`src/rtl/div_seq_pkg.sv`:
```
// div_seq_pkg: shared state encodings, stall-bus constants and helpers for the divide sequencer
package div_seq_pkg;
  localparam int STALL_W = 6;
  localparam int STALL_EX = 3;
  localparam logic STOP = 1'b1;
  localparam logic NO_STOP = 1'b0;
  localparam logic DIV_RESULT_READY = 1'b1;
  localparam logic DIV_RESULT_NOT_READY = 1'b0;
  typedef enum logic [1:0] {
    DIV_FREE    = 2'b00,
    DIV_BY_ZERO = 2'b01,
    DIV_ON      = 2'b10,
    DIV_END     = 2'b11
  } div_state_e;
  function automatic logic [31:0] abs32(input logic [31:0] v, input logic s);
    return (s && v[31]) ? -v : v;
  endfunction
endpackage

```
`src/rtl/div_seq_if.sv`:
```
// div_seq_if: EX-stage request/result bundle between the pipeline and the divide sequencer
interface div_seq_if;
  import div_seq_pkg::*;
  logic [STALL_W-1:0] stall;
  logic start;
  logic signed_div;
  logic [31:0] opdata1;
  logic [31:0] opdata2;
  logic annul;
  logic [63:0] result;
  logic ready;
  logic stallreq;
  modport master (output stall, start, signed_div, opdata1, opdata2, annul, input result, ready, stallreq);
  modport slave (input stall, start, signed_div, opdata1, opdata2, annul, output result, ready, stallreq);
endinterface

```
`src/rtl/div_step.sv`:
```
// div_step: one restoring-division step on {remainder, dividend} against a 32-bit divisor
module div_step (
  input  logic [64:0] acc_i,
  input  logic [31:0] divisor_i,
  output logic [64:0] acc_o
);
  logic [64:0] sh;
  logic [33:0] diff;
  always_comb begin
    sh = acc_i << 1;
    diff = {1'b0, sh[64:32]} - {2'b0, divisor_i};
    acc_o = diff[33] ? sh : {diff[32:0], sh[31:0] | 32'd1};
  end
endmodule

```
`src/rtl/div_seq.sv`:
```
// div_seq: multi-cycle signed/unsigned 32-bit divider with stall request, annul and result hold
module div_seq
  import div_seq_pkg::*;
(
  input logic clk,
  input logic rst,
  div_seq_if.slave bus
);
  div_state_e state_q;
  logic [5:0] cnt_q;
  logic [64:0] acc_q, acc_d;
  logic [31:0] dvs_q;
  logic sa_q, sb_q, sdiv_q;
  logic [63:0] result_q;
  logic ready_q;
  logic [31:0] q_fix, r_fix;
  logic go;
  div_step u_step (.acc_i(acc_q), .divisor_i(dvs_q), .acc_o(acc_d));
  // Remainder follows the dividend's sign; quotient is negative when operand signs differ.
  always_comb begin
    q_fix = (sdiv_q && (sa_q ^ sb_q)) ? -acc_q[31:0] : acc_q[31:0];
    r_fix = (sdiv_q && sa_q) ? -acc_q[63:32] : acc_q[63:32];
  end
  assign go = bus.start && !bus.annul;
  assign bus.stallreq = (state_q == DIV_FREE && go) || state_q == DIV_BY_ZERO || state_q == DIV_ON;
  assign bus.result = result_q;
  assign bus.ready = ready_q;
  always_ff @(posedge clk) begin
    if (rst) begin
      state_q <= DIV_FREE;
      cnt_q <= '0;
      acc_q <= '0;
      dvs_q <= '0;
      sa_q <= 1'b0;
      sb_q <= 1'b0;
      sdiv_q <= 1'b0;
      result_q <= '0;
      ready_q <= DIV_RESULT_NOT_READY;
    end else if (bus.annul) begin
      state_q <= DIV_FREE;
      cnt_q <= '0;
      result_q <= '0;
      ready_q <= DIV_RESULT_NOT_READY;
    end else begin
      case (state_q)
        DIV_FREE: begin
          if (bus.start && bus.opdata2 == '0) begin
            state_q <= DIV_BY_ZERO;
          end else if (bus.start) begin
            state_q <= DIV_ON;
            cnt_q <= '0;
            acc_q <= {33'b0, abs32(bus.opdata1, bus.signed_div)};
            dvs_q <= abs32(bus.opdata2, bus.signed_div);
            sa_q <= bus.opdata1[31];
            sb_q <= bus.opdata2[31];
            sdiv_q <= bus.signed_div;
          end
        end
        DIV_BY_ZERO: begin
          result_q <= '0;
          ready_q <= DIV_RESULT_READY;
          state_q <= DIV_END;
        end
        DIV_ON: begin
          if (cnt_q == 6'd32) begin
            result_q <= {r_fix, q_fix};
            ready_q <= DIV_RESULT_READY;
            state_q <= DIV_END;
          end else begin
            acc_q <= acc_d;
            cnt_q <= cnt_q + 6'd1;
          end
        end
        default: begin
          if (bus.stall[STALL_EX] != STOP) begin
            state_q <= DIV_FREE;
            result_q <= '0;
            ready_q <= DIV_RESULT_NOT_READY;
          end
        end
      endcase
    end
  end
endmodule

```
`src/flat_wrapper.sv`:
```
// flat-port wrapper written by rule: the top's interface ports become plain ports
module div_seq_flat import div_seq_pkg::*;
  (clk, rst, bus_stall, bus_start, bus_signed_div, bus_opdata1, bus_opdata2, bus_annul, bus_result, bus_ready, bus_stallreq);
  div_seq_if bus_i ();
  input logic clk;
  input logic rst;
  input wire logic [$bits(bus_i.stall)-1:0] bus_stall;
  input wire logic [$bits(bus_i.start)-1:0] bus_start;
  input wire logic [$bits(bus_i.signed_div)-1:0] bus_signed_div;
  input wire logic [$bits(bus_i.opdata1)-1:0] bus_opdata1;
  input wire logic [$bits(bus_i.opdata2)-1:0] bus_opdata2;
  input wire logic [$bits(bus_i.annul)-1:0] bus_annul;
  output wire logic [$bits(bus_i.result)-1:0] bus_result;
  output wire logic [$bits(bus_i.ready)-1:0] bus_ready;
  output wire logic [$bits(bus_i.stallreq)-1:0] bus_stallreq;
  assign bus_i.stall = bus_stall;
  assign bus_i.start = bus_start;
  assign bus_i.signed_div = bus_signed_div;
  assign bus_i.opdata1 = bus_opdata1;
  assign bus_i.opdata2 = bus_opdata2;
  assign bus_i.annul = bus_annul;
  assign bus_result = bus_i.result;
  assign bus_ready = bus_i.ready;
  assign bus_stallreq = bus_i.stallreq;
  div_seq u_core (.clk(clk), .rst(rst), .bus(bus_i));
endmodule
```
`config.mk`:
```
export PLATFORM = sky130hd
export DESIGN_NAME = div_seq_flat
export DESIGN_NICKNAME = d
export VERILOG_FILES = /design/src/rtl/div_seq_pkg.sv /design/src/rtl/div_seq_if.sv /design/src/rtl/div_step.sv /design/src/rtl/div_seq.sv /design/src/flat_wrapper.sv
export SDC_FILE = /design/constraint.sdc
export NUM_CORES = 1
export LEC_CHECK = 0
export CAP_MARGIN = 20
export CELL_PAD_IN_SITES_DETAIL_PLACEMENT = 0
export CELL_PAD_IN_SITES_GLOBAL_PLACEMENT = 1
export CORE_MARGIN = 2
export CORE_UTILIZATION = 41
export CTS_CLUSTER_SIZE = 30
export DETAILED_ROUTE_END_ITERATION = 16
export PLACE_DENSITY_LB_ADDON = 0.1
export SYNTH_ARGS = -nofsm -noshare
export SYNTH_HDL_FRONTEND = slang
export SYNTH_SLANG_ARGS = --single-unit
```
`constraint.sdc`:
```
create_clock -name clk -period 4 [get_ports clk]
set_input_delay 0.8 -clock clk [delete_from_list [all_inputs] [get_ports clk]]
set_output_delay 0.8 -clock clk [all_outputs]
set_load 0.01 [all_outputs]
```
==> results of run 1 <==
layer usage:
| layer | track usage | up-vias | part of all wire | routed length [um] |
|---|---|---|---|---|
| met3 | 0.0345 | 21 | 0.048 | 1490 |
| met5 | 0 | - | 0 | 0 |
| met1 | 0.354 | 4640 | 0.52 | 16100 |
| met2 | 0.336 | 219 | 0.42 | 13100 |
| li1 | - | 5163 | - | - |
| met4 | 0.0568 | 0 | 0.013 | 405 |
final cells by class:
class	count	area, um^2
fillers	2642	12800
multi-input cells	1097	6720
flip-flops and latches	172	3440
repair buffers	161	1600
clock buffers	17	425
well taps	335	419
inverters	60	225
clock inverters	15	220
report_power, final:
group / leakage (nW) / internal, mW / total, mW / switching [mW]
combinational: 3.17 / 0.309 / 0.752 / 0.443
sequential: 1.39 / 1.76 / 1.81 / 0.0503
clock: 0.310 / 0.920 / 1.78 / 0.857
total: 4.88 / 2.99 / 4.34 / 1.35
stage by stage:
stage | total power [mW] | util | setup slack [ns] | instances | cell area [um^2]
3_5_place_dp | 2.60 | 0.480 | 0.250 | 1825 | 12400
3_3_place_gp | 2.59 | 0.480 | 0.290 | 1825 | 12400
5_1_grt | 4.54 | 0.505 | 0.323 | 1857 | 13100
4_1_cts | 4.38 | 0.505 | 0.563 | 1857 | 13100
2_1_floorplan | 2.33 | - | 1.06 | 1405 | 10700
6_report | 4.34 | 0.505 | 0.528 | 1857 | 13100
worst max-delay path: stages, from the launching register on:
cell      delay, ns
dfxtp_1        0.33
inv_1          0.20
ha_1           0.22
inv_1          0.05
fa_1           0.42
a211oi_1       0.37
o211ai_1       0.18
a41oi_1        0.32
o21ai_0        0.22
a41oi_1        0.39
o21ai_0        0.20
a21oi_1        0.21
xor2_1         0.17
o21ai_1        0.07
sequential cells by signal, summed over array words and instances (netlist names):
name               count
u_core.cnt_q           6
u_core.sa_q            1
u_core.state_q         2
u_core.sdiv_q          1
u_core.acc_q          64
u_core.bus.ready       1
u_core.dvs_q          32
u_core.bus.result     64
u_core.sb_q            1
worst min path at each step:
stage | from | endpoint | slack [ns] | cells past startpoint
after floorplan | u_core.dvs_q[31]$_SDFFE_PP0P_ | u_core.dvs_q[31]$_SDFFE_PP0P_ | 0.45 | 2
after global placement | u_core.bus.result[20]$_SDFFE_PP0P_ | u_core.bus.result[20]$_SDFFE_PP0P_ | 0.44 | 2
after detailed placement | u_core.bus.result[25]$_SDFFE_PP0P_ | u_core.bus.result[25]$_SDFFE_PP0P_ | 0.44 | 2
after CTS | u_core.bus.result[54]$_SDFFE_PP0P_ | u_core.bus.result[54]$_SDFFE_PP0P_ | 0.46 | 2
after global routing | u_core.bus.result[16]$_SDFFE_PP0P_ | u_core.bus.result[16]$_SDFFE_PP0P_ | 0.48 | 2
final | u_core.bus.result[20]$_SDFFE_PP0P_ | u_core.bus.result[20]$_SDFFE_PP0P_ | 0.46 | 2
logic make-up after synthesis:
family                     synth area share
DFF                                   0.322
buffers and inverters                0.0522
adders and majority gates            0.0510
muxes                                0.0168
and+or+nand+nor                       0.199
AOI/OAI and AO/OA                     0.239
xor gates and xnor gates              0.120
placed cells by master (no fill, tap or decap), types with 36 or more instances in the layout:
cell type,synthesis,layout
nand2_1,190,190
xnor2_1,75,75
dfxtp_1,172,172
ha_1,42,41
a211oi_1,36,36
nor2_1,161,160
a21oi_1,108,107
clkdlybuf4s50_1,0,134
o21ai_0,122,122
inv_1,60,60
xor2_1,71,71
==> metrics, run 1 <==
Worst setup SP type flip-flop; critical path fanouts, max 3; remaining antenna violation count 0; WS Path Type flip-flop to flip-flop; Post-synth EDFFs 0; wire per inst roughly 17 um; synthesized instance count 1405; Layout Nets approximately 1600; DPL Wire Length between 20000 and 25000 um; DR vias 10043; FF+latch count, synth 172; first-pass GRT wire length 49700 um; pin count of the biggest net entering global routing 69; Starting DRT DRC Count 604; CTS tree built; Layout area overhead 22.0%; worst hold margin 0.455 ns; synth unique cells 69; CTS Buffer Depth 2; max cap viols 0; router iterations before antenna repair 7; final worst path period need 3.47 ns; worst vdd ir 261 uV; Cell Rows 59; Top FF cell, synth dfxtp_1; worst clock skew roughly 0.014 ns; ant diodes 0; clk_lat worst skew 0.44 ns; RSZ-0062 raised after global routing false; reg-to-reg slack, setup roughly 0.53 ns; Die Wd approximately 170 um; last element of the critical path u_core.acc_q[60]$_SDFFE_PP0P_; Max Freq 288 MHz; cell with the most instances after synthesis nand2_1; max-slew violations 0; final WL a little over 30000 um; CP Data Required Time 4.32 ns; RR Endpoint u_core.acc_q[60]$_SDFFE_PP0P_; via/cell ratio about 5.4; Worst Max-Slew Pin Slew slightly below 0.9 ns; I/O pins 141; share of layout cells above drive strength 1 0.0512; status completed; Seq/Total Area, Yosys 0.322; CTS Root Cell clkbuf_16; port buffer count 135; Setup-failing EPs final 0; Post-synth ARST share 0; Leak 4.88 nW; Syn. warnings 0; vias in the first global route between 9000 and 10000; synthesized area approximately 11000 um^2; Yosys top cell by area dfxtp_1; Post-CTS Hold Fix Bufs 0; DR DRC count 0; r2r startpoint u_core.acc_q[31]$_SDFFE_PP0P_; worst setup path startpoint u_core.acc_q[31]$_SDFFE_PP0P_; Final Cycle Share 0.868; Worst-path clk slew ~0.08 ns; Max transition margin 0.405; setup bufs post-CTS 0; HP Class flip-flop to flip-flop; R2R depth 13; power per cell area 332 nW/um^2; Syn Nets 1523; largest cells by area after synthesis dfxtp_1 (32%), nand2_1 (6.7%), xnor2_1 (6.1%); Num CTS Buffers 17; kind of end point of the critical path flip-flop; final hold viol count 0; antenna violations before repair 0; Overflow after GRT 0; post-synth top area share 0.322; # clock sinks 172; CP arrival 3.79 ns; # resized after CTS 0; Starting Density 0.414; GP Congestion 0.873; Synth Area per Inst about 7.6 um^2; Post-synth top cells nand2_1 (190), dfxtp_1 (172), nor2_1 (161); TNS Setup 0 ns; Core ar. about 26000 um^2; chip height 166 um; Die ar. 27400 um^2; GRT Total Usage 0.231; # H-tree levels 4
No activity file was read; power rests on OpenSTA's default activity.
==> run 2, diff against run 1 <==
Settings changed: CELL_PAD_IN_SITES_DETAIL_PLACEMENT 0 to unset, CELL_PAD_IN_SITES_GLOBAL_PLACEMENT 1 to unset, CORE_UTILIZATION 41 to 55, PLACE_DENSITY_LB_ADDON 0.1 to 0.12.
==> run 2 against run 1 <==
Effect of this change: clock power fell by 7%; critical path depth did not move; first-iteration DRC count rose by 36%; highest routed layer unchanged; wire length fell by 7.6%; power fell by 3.4%; sequential cell count did not move; global-route usage rose by 5.4 points; die area fell by 25%; worst setup slack got worse by 0.078 ns; worst hold slack got worse by 0.00070 ns; combinational power fell by 2%.
==> metrics, run 2 (same netlist as run 1, synthesis figures left out) <==
setup bufs post-CTS 0; Worst-path clk slew 0.07 ns; final hold viol count 0; max-slew violations 0; port buffer count approximately 140; router iterations before antenna repair 6; Worst Max-Slew Pin Slew 0.789 ns; I/O pins approximately 140; # clock sinks 172; Max transition margin 0.474; final WL slightly below 30000 um; ant diodes 0; first-pass GRT wire length 47000 um; share of layout cells above drive strength 1 0.0475; CTS Buffer Depth 2; GRT Total Usage 0.286; met2 Usage GRT 0.428; Placed Instance Area 12200 um^2; Final Cycle Share 0.888; r2r startpoint u_core.acc_q[31]$_SDFFE_PP0P_; Starting DRT DRC Count 822; DR DRC count 0; antenna violations before repair 0; # H-tree levels 4; CP arrival between 3 and 4 ns; Overflow after GRT 0; Leak 4.82 nW; Cell Rows 51; Core ar. 19300 um^2; Setup-failing EPs final 0; CP Data Required Time 4.31 ns; worst hold margin 0.455 ns; reg-to-reg slack, setup approximately 0.45 ns; R2R depth 13; Layout Nets 1621; TNS Setup 0 ns; worst clock skew 0.0110 ns; most common cell after layout, fill and taps aside nand2_1; Worst Slack Setup Final 0.450 ns; most used routing layer met2; critical path fanouts, max 4; Die ar. 20600 um^2; HP Class flip-flop to flip-flop; GR Layer Usage met3 0.0460; GP Congestion 0.911; Die Wd between 100 and 150 um; post-layout util 0.667; WS Path Type flip-flop to flip-flop; Worst setup SP type flip-flop; via/cell ratio 5.77; DR vias 10280; Starting Density 0.555; remaining antenna violation count 0; power per cell area 326 nW/um^2; M1 GR Usage 0.428; # resized after CTS 0; final worst path period need 3.55 ns; Hold Path Stages 2; Hold Startpoint u_core.bus.result[23]$_SDFFE_PP0P_; pin count of the biggest net entering global routing 69; Layout area overhead 20.1%; CTS tree built; status completed; Max Freq 282 MHz; clk_lat worst skew between 0.4 and 0.5 ns; final non-filler cell area about 13000 um^2; RR Endpoint u_core.acc_q[60]$_SDFFE_PP0P_; RSZ-0062 raised after global routing false; total power 4.19 mW; Num CTS Buffers 17; Post-CTS Hold Fix Bufs 0; CTS Root Cell clkbuf_16; vias in the first global route about 9000; filler instances roughly 1700; Hold Path Sink u_core.bus.result[23]$_SDFFE_PP0P_; dpl ws around 0.22 ns; DPL Wire Length 21500 um; kind of end point of the critical path flip-flop; Cell Count, Final, Fillers Out 1781; most frequent cells in the layout nand2_1 (190), dfxtp_1 (172), nor2_1 (160); chip height 143 um; max cap viols 0; dpl cells ~1700; wire per inst 16.2 um; worst vdd ir 289 uV
run 2: layout make-up:
class,count,area [um^2],area share
Clock buffer,17,425,0.0331
Clock inverter,15,176,0.0137
Timing Repair Buffer,155,1530,0.119
Inverter,60,225,0.0175
Multi-Input combinational cell,1097,6720,0.523
Tap cell,265,332,0.0258
Sequential cell,172,3440,0.268
run 2: how the worst max path moves through the flow:
stage / slack, ns / to / from
2_1_floorplan: 1.06 / u_core.acc_q[59]$_SDFFE_PP0P_ / bus_opdata2[8]
3_3_place_gp: 0.28 / u_core.acc_q[27]$_SDFFE_PP0P_ / bus_opdata2[0]
3_5_place_dp: 0.22 / u_core.acc_q[51]$_SDFFE_PP0P_ / bus_opdata2[0]
4_1_cts: 0.53 / u_core.acc_q[60]$_SDFFE_PP0P_ / u_core.acc_q[31]$_SDFFE_PP0P_
5_1_grt: 0.24 / u_core.acc_q[60]$_SDFFE_PP0P_ / u_core.acc_q[31]$_SDFFE_PP0P_
6_report: 0.45 / u_core.acc_q[60]$_SDFFE_PP0P_ / u_core.acc_q[31]$_SDFFE_PP0P_
run 2: where the power goes:
group / total [mW] / internal (mW) / switching [mW]
Combinational: 0.737 / 0.302 / 0.434
Clock: 1.65 / 0.841 / 0.805
Sequential: 1.81 / 1.76 / 0.0498
Total: 4.19 / 2.90 / 1.29
run 2: worst max-delay path, stage by stage (launching register included):
cell and delay (ns):
dfxtp_1 0.32, inv_1 0.17, ha_1 0.21, inv_1 0.05, fa_1 0.43, a211oi_1 0.32, o211ai_1 0.17, a41oi_1 0.46
o21ai_0 0.25, a41oi_1 0.41, o21ai_0 0.20, a21oi_1 0.21, xor2_1 0.16, o21ai_1 0.07
run 2: routing by layer:
layer,vias to the layer above,wire length [um]
li1,5148,-
met1,4743,14100
met2,351,12500
met3,38,1750
met4,0,477
met5,-,0
==> run 3, diff against run 2 <==
Settings changed: SKIP_CTS_REPAIR_TIMING set to 1.
Clock period 4 ns to 3.8 ns, I/O delays scaled along.
==> run 3 against run 2 <==
Effect of this change: critical path depth rose by 1; clock skew rose by 0.0010 ns; sequential share of layout area fell by 0.18 points; first-iteration DRC count rose by 5.2%; cell count rose by 0.51%; sequential power rose by 5%; final area rose by 0.67%; fmax rose by 5.4%.
==> metrics, run 3 (same netlist as run 1, synthesis figures left out) <==
Final Cycle Share 0.887; post-layout util 0.671; clk_lat worst skew 0.44 ns; Overflow after GRT 0; Core ar. 19300 um^2; CTS Root Cell clkbuf_16; total power 4.44 mW; GRT Total Usage 0.286; wire per inst approximately 16 um; final hold viol count 0; Layout Nets between 1500 and 2000; ant diodes 0; filler instances 1682; Die ar. 20600 um^2; CTS Buffer Depth 2; most common cell after layout, fill and taps aside nand2_1; WS Path Type flip-flop to flip-flop; pin count of the biggest net entering global routing 71; DR DRC count 0; Cell Rows between 50 and 60; most frequent cells in the layout nand2_1 (190), dfxtp_1 (172), nor2_1 (160); CTS tree built; Worst Max-Slew Pin Slew 0.862 ns; max cap viols 0; worst vdd ir 322 uV; Starting DRT DRC Count between 800 and 900; chip height 143 um; Slowest-stage cell, CP fa_1; critical path's top delay family compound AO/OA/AOI/OAI gates; slowest stage delay, CP 0.42 ns; final non-filler cell area 12900 um^2; # H-tree levels 4; TNS Setup 0 ns; max-slew violations 0; Layout area overhead 20.9%; CP Data Required Time 4.13 ns; Worst-path clk slew 0.08 ns; critical path fanouts, max 3; vias in the first global route 9244; worst hold margin 0.453 ns; worst clock skew 0.0120 ns; port buffer count 135; DPL Wire Length about 22000 um; share of layout cells above drive strength 1 0.0531; power per cell area 343 nW/um^2; antenna violations before repair 0; I/O pins 141; Leak around 5 nW; Num CTS Buffers 17; remaining antenna violation count 0; status completed; via/cell ratio 5.77; CP arrival 3.70 ns; GP Congestion 0.899; Setup-failing EPs final 0; router iterations before antenna repair 5; Max transition margin 0.424; Die Wd 143 um; kind of end point of the critical path flip-flop; Max Freq 297 MHz; Starting Density 0.555; final worst path period need 3.37 ns; # clock sinks 172; RSZ-0062 raised after global routing false; HP Class flip-flop to flip-flop; Worst setup SP type flip-flop; final WL approximately 29000 um; Placed Instance Area about 12000 um^2; DR vias 10327; critical path, cell by cell inv_1 -> ha_1 -> inv_1 -> fa_1 -> a211oi_1 -> o211ai_1 -> a41oi_1 -> buf_4 -> o21a_1 -> o41a_1 -> o211ai_1 -> a31oi_1 -> mux2i_1 -> nand2_1; first-pass GRT wire length 47000 um; Buf/Inv on CP 3
## run 3: worst paths after layout
kind	start	to	slack, ns	depth (start not counted)
setup / recovery	u_core.acc_q[31]$_SDFFE_PP0P_	u_core.acc_q[62]$_SDFFE_PP0P_	0.43	14
hold / removal	u_core.bus.result[23]$_SDFFE_PP0P_	u_core.bus.result[23]$_SDFFE_PP0P_	0.45	2
setup reg to reg	u_core.acc_q[31]$_SDFFE_PP0P_	u_core.acc_q[62]$_SDFFE_PP0P_	0.43	14
hold reg to reg	u_core.bus.result[23]$_SDFFE_PP0P_	u_core.bus.result[23]$_SDFFE_PP0P_	0.45	2
## run 3: through the flow
stage | worst slack (ns) | cells
floorplan | 0.901 | 1405
global placement | 0.185 | 1758
detailed placement | 0.157 | 1758
CTS | 0.458 | 1790
global route | 0.222 | 1790
finish | 0.431 | 1790
## run 3: worst min-delay path, delay by kind of cell, from the launching register on
kind	cells	cell delay (ns)
DFF	1	0.33
and+or+nand+nor	1	0.04
AOI/OAI and AO/OA	1	0.05
## run 3: layout make-up
cell class | instances | area, um^2 | area share
Clock buffer | 17 | 425 | 0.0329
Clock inverter | 15 | 195 | 0.0151
Inverter | 60 | 225 | 0.0174
Multi-Input combinational cell | 1097 | 6720 | 0.519
Sequential cell | 172 | 3440 | 0.266
Tap cell | 265 | 332 | 0.0256
Timing Repair Buffer | 164 | 1600 | 0.124
## run 3: layer usage
layer,track usage,wire length [um],share of wire,vias to the layer above
met5,0,0,0,-
met1,0.417,13600,0.47,4791
met2,0.438,12800,0.44,341
li1,-,-,-,5159
met3,0.0413,2100,0.073,36
met4,0.0815,470,0.016,0
## run 3: report_power, final
group          internal (mW)  total (mW)  switching, mW
logic                  0.321       0.775          0.454
registers               1.85        1.90         0.0527
clock network          0.898        1.76          0.865
total                   3.07        4.44           1.37
